**config.mk**
```make
export PLATFORM = sky130hd
export DESIGN_NAME = alu_regfile_pipe
export DESIGN_NICKNAME = d
export VERILOG_FILES = /design/src/rtl/alu_pkg.sv /design/src/rtl/alu_core.sv /design/src/rtl/alu_regfile_pipe.sv
export SDC_FILE = /design/constraint.sdc
export NUM_CORES = 2
export LEC_CHECK = 0
export ABC_AREA = 0
export CORE_MARGIN = 10
export CORE_UTILIZATION = 45
export DETAILED_ROUTE_END_ITERATION = 8
export PLACE_DENSITY_LB_ADDON = 0.08
export RECOVER_POWER = 25
export SYNTH_ARGS = -nofsm -noshare
export SYNTH_HDL_FRONTEND = slang
export SYNTH_SLANG_ARGS = --single-unit
```
**constraint.sdc**
```tcl
create_clock -name clk -period 5.34 [get_ports clk]
set_input_delay 1.602 -clock clk [delete_from_list [all_inputs] [get_ports clk]]
set_output_delay 1.602 -clock clk [all_outputs]
set_load 0.01 [all_outputs]
```
**src/rtl/alu_pkg.sv**
```systemverilog
// Shared op encodings and flag bit positions for the ALU/register-file pipeline.
package alu_pkg;

  typedef enum logic [2:0] {
    OP_ADD  = 3'b000,
    OP_SUB  = 3'b001,
    OP_AND  = 3'b010,
    OP_OR   = 3'b011,
    OP_XOR  = 3'b100,
    OP_CMP  = 3'b101,
    OP_LOAD = 3'b110,
    OP_NOP  = 3'b111
  } op_e;

  localparam int FLAG_ZERO  = 0;
  localparam int FLAG_NEG   = 1;
  localparam int FLAG_CARRY = 2;

  // CMP is a pure compare and NOP does nothing, so neither may touch the register file.
  function automatic logic op_writes(input op_e op);
    return !(op == OP_CMP || op == OP_NOP);
  endfunction

endpackage

```
**src/rtl/alu_core.sv**
```systemverilog
// Combinational ALU: arithmetic/logic result plus {carry, neg, zero} flags and signed overflow.
module alu_core
  import alu_pkg::*;
#(
  parameter int WIDTH = 32
) (
  input  op_e              op,
  input  logic [WIDTH-1:0] a,
  input  logic [WIDTH-1:0] b,
  input  logic [WIDTH-1:0] imm,
  output logic [WIDTH-1:0] result,
  output logic [2:0]       flags,
  output logic             over
);

  logic [WIDTH:0] sum;
  logic [WIDTH:0] diff;
  logic           lt;
  logic           eq;
  logic           carry;

  always_comb begin
    sum    = {1'b0, a} + {1'b0, b};
    // a + ~b + 1: the top bit is the NOT-borrow carry of the subtraction
    diff   = {1'b0, a} + {1'b0, ~b} + (WIDTH+1)'(1);
    lt     = $signed(a) < $signed(b);
    eq     = (a == b);
    result = '0;
    carry  = 1'b0;
    over   = 1'b0;
    case (op)
      OP_ADD: begin
        result = sum[WIDTH-1:0];
        carry  = sum[WIDTH];
        over   = (a[WIDTH-1] == b[WIDTH-1]) && (sum[WIDTH-1] != a[WIDTH-1]);
      end
      OP_SUB: begin
        result = diff[WIDTH-1:0];
        carry  = diff[WIDTH];
        over   = (a[WIDTH-1] != b[WIDTH-1]) && (diff[WIDTH-1] != a[WIDTH-1]);
      end
      OP_AND:  result = a & b;
      OP_OR:   result = a | b;
      OP_XOR:  result = a ^ b;
      OP_CMP:  result = {{(WIDTH-3){1'b0}}, !lt && !eq, eq, lt};
      OP_LOAD: result = imm;
      default: result = '0;
    endcase
    flags             = '0;
    flags[FLAG_CARRY] = carry;
    flags[FLAG_NEG]   = result[WIDTH-1];
    flags[FLAG_ZERO]  = (result == '0);
  end

endmodule

```
**src/rtl/alu_regfile_pipe.sv**
```systemverilog
// Two-stage ALU pipeline over a DEPTH x WIDTH register file with write-back forwarding
// and a whole-pipe stall driven by out_ready.
module alu_regfile_pipe
  import alu_pkg::*;
#(
  parameter int WIDTH = 32,
  parameter int DEPTH = 32
) (
  input  logic                     clk,
  input  logic                     rst_n,
  input  logic                     in_valid,
  output logic                     in_ready,
  input  logic [2:0]               op,
  input  logic [$clog2(DEPTH)-1:0] addressA,
  input  logic [$clog2(DEPTH)-1:0] addressB,
  input  logic [$clog2(DEPTH)-1:0] addressD,
  input  logic [WIDTH-1:0]         dataIn,
  input  logic                     asel,
  input  logic                     bsel,
  input  logic                     wen,
  input  logic                     oen,
  output logic                     out_valid,
  input  logic                     out_ready,
  output logic [WIDTH-1:0]         outPut,
  output logic                     over,
  output logic [2:0]               flags
);

  localparam int AW = $clog2(DEPTH);

  logic [WIDTH-1:0] regs_q [DEPTH];

  logic             s1_valid_q, s1_valid_d;
  op_e              s1_op_q, s1_op_d;
  logic [WIDTH-1:0] s1_a_q, s1_a_d;
  logic [WIDTH-1:0] s1_b_q, s1_b_d;
  logic [WIDTH-1:0] s1_imm_q, s1_imm_d;
  logic             s1_asel_q, s1_asel_d;
  logic             s1_bsel_q, s1_bsel_d;
  logic [AW-1:0]    s1_addr_a_q, s1_addr_a_d;
  logic [AW-1:0]    s1_addr_b_q, s1_addr_b_d;
  logic [AW-1:0]    s1_addr_d_q, s1_addr_d_d;
  logic             s1_wen_q, s1_wen_d;
  logic             s1_oen_q, s1_oen_d;

  logic             s2_valid_q, s2_valid_d;
  logic [WIDTH-1:0] s2_result_q, s2_result_d;
  logic [2:0]       s2_flags_q, s2_flags_d;
  logic             s2_over_q, s2_over_d;
  logic             s2_wr_q, s2_wr_d;
  logic             s2_oen_q, s2_oen_d;
  logic [AW-1:0]    s2_addr_q, s2_addr_d;

  logic             rf_we;
  logic             accept;
  logic [WIDTH-1:0] rd_a, rd_b;
  logic [WIDTH-1:0] op_a, op_b;
  logic [WIDTH-1:0] alu_result;
  logic [2:0]       alu_flags;
  logic             alu_over;

  always_comb begin
    in_ready = !(s2_valid_q && !out_ready);
    accept   = in_valid && in_ready;
    rf_we    = s2_valid_q && out_ready && s2_wr_q;
    // A read on the same edge as the retiring write must see the value being written.
    rd_a     = (rf_we && s2_addr_q == addressA) ? s2_result_q : regs_q[addressA];
    rd_b     = (rf_we && s2_addr_q == addressB) ? s2_result_q : regs_q[addressB];
    // S1 operands captured before the S2 command finished take its result instead.
    op_a     = (s1_asel_q && s2_valid_q && s2_wr_q && s2_addr_q == s1_addr_a_q) ? s2_result_q : s1_a_q;
    op_b     = (s1_bsel_q && s2_valid_q && s2_wr_q && s2_addr_q == s1_addr_b_q) ? s2_result_q : s1_b_q;
  end

  alu_core #(.WIDTH(WIDTH)) u_alu (
    .op     (s1_op_q),
    .a      (op_a),
    .b      (op_b),
    .imm    (s1_imm_q),
    .result (alu_result),
    .flags  (alu_flags),
    .over   (alu_over)
  );

  always_comb begin
    s1_valid_d  = s1_valid_q;
    s1_op_d     = s1_op_q;
    s1_a_d      = s1_a_q;
    s1_b_d      = s1_b_q;
    s1_imm_d    = s1_imm_q;
    s1_asel_d   = s1_asel_q;
    s1_bsel_d   = s1_bsel_q;
    s1_addr_a_d = s1_addr_a_q;
    s1_addr_b_d = s1_addr_b_q;
    s1_addr_d_d = s1_addr_d_q;
    s1_wen_d    = s1_wen_q;
    s1_oen_d    = s1_oen_q;
    if (in_ready) begin
      s1_valid_d = in_valid;
    end
    if (accept) begin
      s1_op_d     = op_e'(op);
      s1_a_d      = asel ? rd_a : dataIn;
      s1_b_d      = bsel ? rd_b : dataIn;
      s1_imm_d    = dataIn;
      s1_asel_d   = asel;
      s1_bsel_d   = bsel;
      s1_addr_a_d = addressA;
      s1_addr_b_d = addressB;
      s1_addr_d_d = addressD;
      s1_wen_d    = wen;
      s1_oen_d    = oen;
    end
  end

  always_comb begin
    s2_valid_d  = s2_valid_q;
    s2_result_d = s2_result_q;
    s2_flags_d  = s2_flags_q;
    s2_over_d   = s2_over_q;
    s2_wr_d     = s2_wr_q;
    s2_oen_d    = s2_oen_q;
    s2_addr_d   = s2_addr_q;
    if (in_ready) begin
      s2_valid_d  = s1_valid_q;
      s2_result_d = alu_result;
      s2_flags_d  = alu_flags;
      s2_over_d   = alu_over;
      s2_wr_d     = s1_valid_q && s1_wen_q && op_writes(s1_op_q);
      s2_oen_d    = s1_oen_q;
      s2_addr_d   = s1_addr_d_q;
    end
  end

  always_ff @(posedge clk or negedge rst_n) begin
    if (!rst_n) begin
      s1_valid_q  <= 1'b0;
      s1_op_q     <= OP_NOP;
      s1_a_q      <= '0;
      s1_b_q      <= '0;
      s1_imm_q    <= '0;
      s1_asel_q   <= 1'b0;
      s1_bsel_q   <= 1'b0;
      s1_addr_a_q <= '0;
      s1_addr_b_q <= '0;
      s1_addr_d_q <= '0;
      s1_wen_q    <= 1'b0;
      s1_oen_q    <= 1'b0;
      s2_valid_q  <= 1'b0;
      s2_result_q <= '0;
      s2_flags_q  <= '0;
      s2_over_q   <= 1'b0;
      s2_wr_q     <= 1'b0;
      s2_oen_q    <= 1'b0;
      s2_addr_q   <= '0;
    end else begin
      s1_valid_q  <= s1_valid_d;
      s1_op_q     <= s1_op_d;
      s1_a_q      <= s1_a_d;
      s1_b_q      <= s1_b_d;
      s1_imm_q    <= s1_imm_d;
      s1_asel_q   <= s1_asel_d;
      s1_bsel_q   <= s1_bsel_d;
      s1_addr_a_q <= s1_addr_a_d;
      s1_addr_b_q <= s1_addr_b_d;
      s1_addr_d_q <= s1_addr_d_d;
      s1_wen_q    <= s1_wen_d;
      s1_oen_q    <= s1_oen_d;
      s2_valid_q  <= s2_valid_d;
      s2_result_q <= s2_result_d;
      s2_flags_q  <= s2_flags_d;
      s2_over_q   <= s2_over_d;
      s2_wr_q     <= s2_wr_d;
      s2_oen_q    <= s2_oen_d;
      s2_addr_q   <= s2_addr_d;
    end
  end

  always_ff @(posedge clk or negedge rst_n) begin
    if (!rst_n) begin
      for (int i = 0; i < DEPTH; i++) begin
        regs_q[i] <= '0;
      end
    end else if (rf_we) begin
      regs_q[s2_addr_q] <= s2_result_q;
    end
  end

  // oen masks only the visible result; write-back and flags use the raw value.
  assign out_valid = s2_valid_q;
  assign outPut    = (s2_valid_q && s2_oen_q) ? s2_result_q : '0;
  assign over      = s2_over_q;
  assign flags     = s2_flags_q;

endmodule
```
==> flow_summary.toml <==
[outcome]
outcome = "finished with violations"
violations = "capacitance limit, slew limit"

[clocking]
cts_root_buffer = "clkbuf_16"
cts_tree = "yes"
clock-sinks = 1186
insertion_delay_ps = 790
htreeDepth = 4
numCtsBuffers = 142
cts_max_path_buffers = 3
clk_pin_slew_worst_paths_ps = 70

[placed_design]
post-place-ws_ps = 54.6
dp_hpwl_mm = 146
gp_congestion = 0.940
port_buffers = 95
dpl.cell_count = 6807

[synthesis]
synth_top_area_share_pct = 43.4
syn_inst = 4928
async_flop_share_pct = 100
yosysSeqAreaShare_pct = 43.5
synth_area_per_cell_um2 = 13.8
synth_ff_type = "dfrtp_1"
synth_cell_types = 89
synth_nets = 5084
yosysTopAreaCell = "dfrtp_1"
synth_edf_count = 0
yosysWarnings = 0
ys_ff_latch = 1186
synth_common_cells = "dfrtp_1, mux2_2, mux4_2"
synthTopCellsByArea = "dfrtp_1, mux4_2, mux2_2"
synth_most_common_cell = "dfrtp_1"
netlist_area_um2 = 68200

[timing]
slew_headroom_pct = -85.8
min_period_over_period_pct = 96.0
finalSetupViolCount = 0
period_minus_slack_ps = 5130
worst_pin_slew_ps = 2790
fmax_mhz = 195
fin_skew_ps = 25.0
slew_viol_final = 91
holdWs_ps = 473
setup_ws_ps = 212
hold_viol = 0

[grt]
antenna_found_initial = 9
grt_use_total_pct = 27.1
grt_pass1_wl_mm = 337
grt_pass1_vias = 46100
grt_max_degree = 144
gr-total-overflow = 0

[flow_run]
cap_violations = 1

[drt]
wl_per_cell_um = 32.5
postRouteAntennaNets = 0
avgViaCountPerCell = 6.40
dr.first_iter.drc_count = 4226
dr.pass1.iters = 8
totalWireLength_mm = 230
via_count = 45200
drc_errors = 0

[floorplanning]
die_x_um = 409
die_area_um2 = 167000
rows = 142
die_h_um = 409
core-area_um2 = 150000
num_io_pins = 96
initial_core_util_pct = 45.4

[setup_path]
crit_buf_inv = 2
slowest_delay_ps = 580
path_cells = "xor2_1, nor4_2, nand4_1, buf_4, mux2_2, ha_1, nor2_1, o311ai_1, buf_4, a21oi_1, o21ai_0, a21oi_2, a221o_1, a21oi_1, nand2_1, nor4_1, nand4_1, o31ai_2"
critPathCaptureType = "flop"
critPathTopFamily = "compound AO/OA/AOI/OAI gates"
reg2reg_from = "s2_addr_q[3]"
critPathRequiredTime_ps = 6040
arrival_ps = 5830
rr_endpoint = "flags[0]"
critical_path_depth = 18
worstSetupPathType = "flop to flop"
slowest_stage = "o21ai_0"
r2r_slack_ps = 210
reg2reg_depth = 18
start_kind = "flop"
path_max_fanout = 11

[finish]
stdcell_count = 7070
fillCellCount = 12900
drive_above_1_share_pct = 47.2
finish.utilization_pct = 51.7
nets = 5096
area_growth_syn_to_layout_pct = 13.8

[min_path]
whs_path_depth = 2
hold_end = "s1_a_q[8]"
hold_class = "flop to flop"
hp-start = "s1_a_q[8]"

[power_and_ir_drop]
power.leakage_nw = 35.3
ir_drop_mv = 0.369
finalPower_w = 0.0291
power_density_nw_per_um2 = 375
cell type report:
cell class | count | area [um^2] | share of cell area [%]
Sequential cell | 1186 | 29700 | 38.3
Inverter | 105 | 394 | 0.508
Antenna cell | 2 | 5.00 | 0.00645
Clock buffer | 199 | 4110 | 5.30
Multi-Input combinational cell | 3136 | 36500 | 47.1
Tap cell | 2016 | 2520 | 3.25
Clock inverter | 57 | 721 | 0.929
Timing Repair Buffer | 369 | 3640 | 4.69
repair_timing:
| action | CTS | global route |
|---|---|---|
| setup buffers | 0 | 5 |
| resized for setup | 0 | 25 |
| endpoints found under the setup margin | 0 | 4 |
| hold buffers | 0 | 0 |
flip-flops by register name, summed over array words and instances (netlist names):
| signal | flops |
|---|---|
| s1_valid_q | 1 |
| out_valid | 1 |
| s2_wr_q | 1 |
| s2_oen_q | 1 |
| s1_bsel_q | 1 |
| s1_addr_d_q | 5 |
| s2_result_q | 31 |
| s1_addr_a_q | 5 |
| s1_oen_q | 1 |
| s1_b_q | 32 |
| over | 1 |
| s1_a_q | 32 |
| s2_addr_q | 5 |
| s1_asel_q | 1 |
| s1_wen_q | 1 |
| s1_imm_q | 32 |
| s1_op_q | 3 |
| s1_addr_b_q | 5 |
| regs_q | 1024 |
| flags | 3 |
cells in the final DEF (no fill, tap or decap), types with 32 or more instances in the layout:
master           synthesis  layout
clkbuf_1               351      32
o21ai_0                115     114
mux4_2                 640     640
nand2_1                189     174
buf_12                   0      52
clkbuf_16                0     146
and3_1                  38      37
inv_1                  104     103
dfrtp_1               1183    1181
clkdlybuf4s50_1          0      82
mux2i_1                162     161
ha_1                    96      93
buf_4                    6     214
nor2_1                 197     183
mux2_2                1141    1141
a21oi_1                175     172
cell families (layout without fill, tap and decap cells):
family | after synthesis | after routing | synth area share [%]
mux | 1943 | 1943 | 42.4
fa+ha+maj | 98 | 98 | 1.82
simple gates | 564 | 564 | 3.75
buf+inv | 606 | 730 | 3.49
xor+xnor | 38 | 38 | 0.488
flops | 1186 | 1186 | 43.5
compound gates | 493 | 493 | 4.56
other cells | 0 | 2 | 0
worst max path at each step:
stage                  from       end
6_report       s2_addr_q[3]  flags[0]
5_1_grt        s2_addr_q[2]  flags[0]
4_1_cts        s2_addr_q[3]  flags[0]
3_5_place_dp   s2_addr_q[3]  flags[0]
3_3_place_gp   s2_addr_q[3]  flags[0]
2_1_floorplan  s2_addr_q[4]  flags[0]
stage by stage:
| step | TNS, ps | instance area [um^2] |
|---|---|---|
| 4_1_cts | 0 | 77500 |
| 5_1_grt | -9.29 | 77600 |
| 6_report | 0 | 77600 |
| 3_5_place_dp | 0 | 72700 |
| 2_1_floorplan | 0 | 68200 |
| 3_3_place_gp | 0 | 72700 |
worst register-to-register path, cell delays in order (launching register included):
cell and delay (ps):
dfrtp_1 410, xor2_1 180, nor4_2 280, nand4_1 200, buf_4 250, mux2_2 320, ha_1 480, nor2_1 120
o311ai_1 380, buf_4 200, a21oi_1 100, o21ai_0 580, a21oi_2 230, a221o_1 400, a21oi_1 200, nand2_1 80
nor4_1 170, nand4_1 210, o31ai_2 240
power by group:
| part | switching, W | total (W) | internal, W |
|---|---|---|---|
| registers | 0.00102 | 0.0113 | 0.0102 |
| logic | 0.00439 | 0.00771 | 0.00333 |
| clock network | 0.00412 | 0.0101 | 0.00599 |
| total | 0.00953 | 0.0291 | 0.0195 |
per-layer routing:
layer  up-vias  wire [um]  track usage (%)
met5         -         13                0
met4         2       5930             7.07
met3       343      13700             4.60
met2      1406     108000             42.9
met1     24700     102000             38.9
li1      18800          -                -
Power figures use the tool's default switching activity.
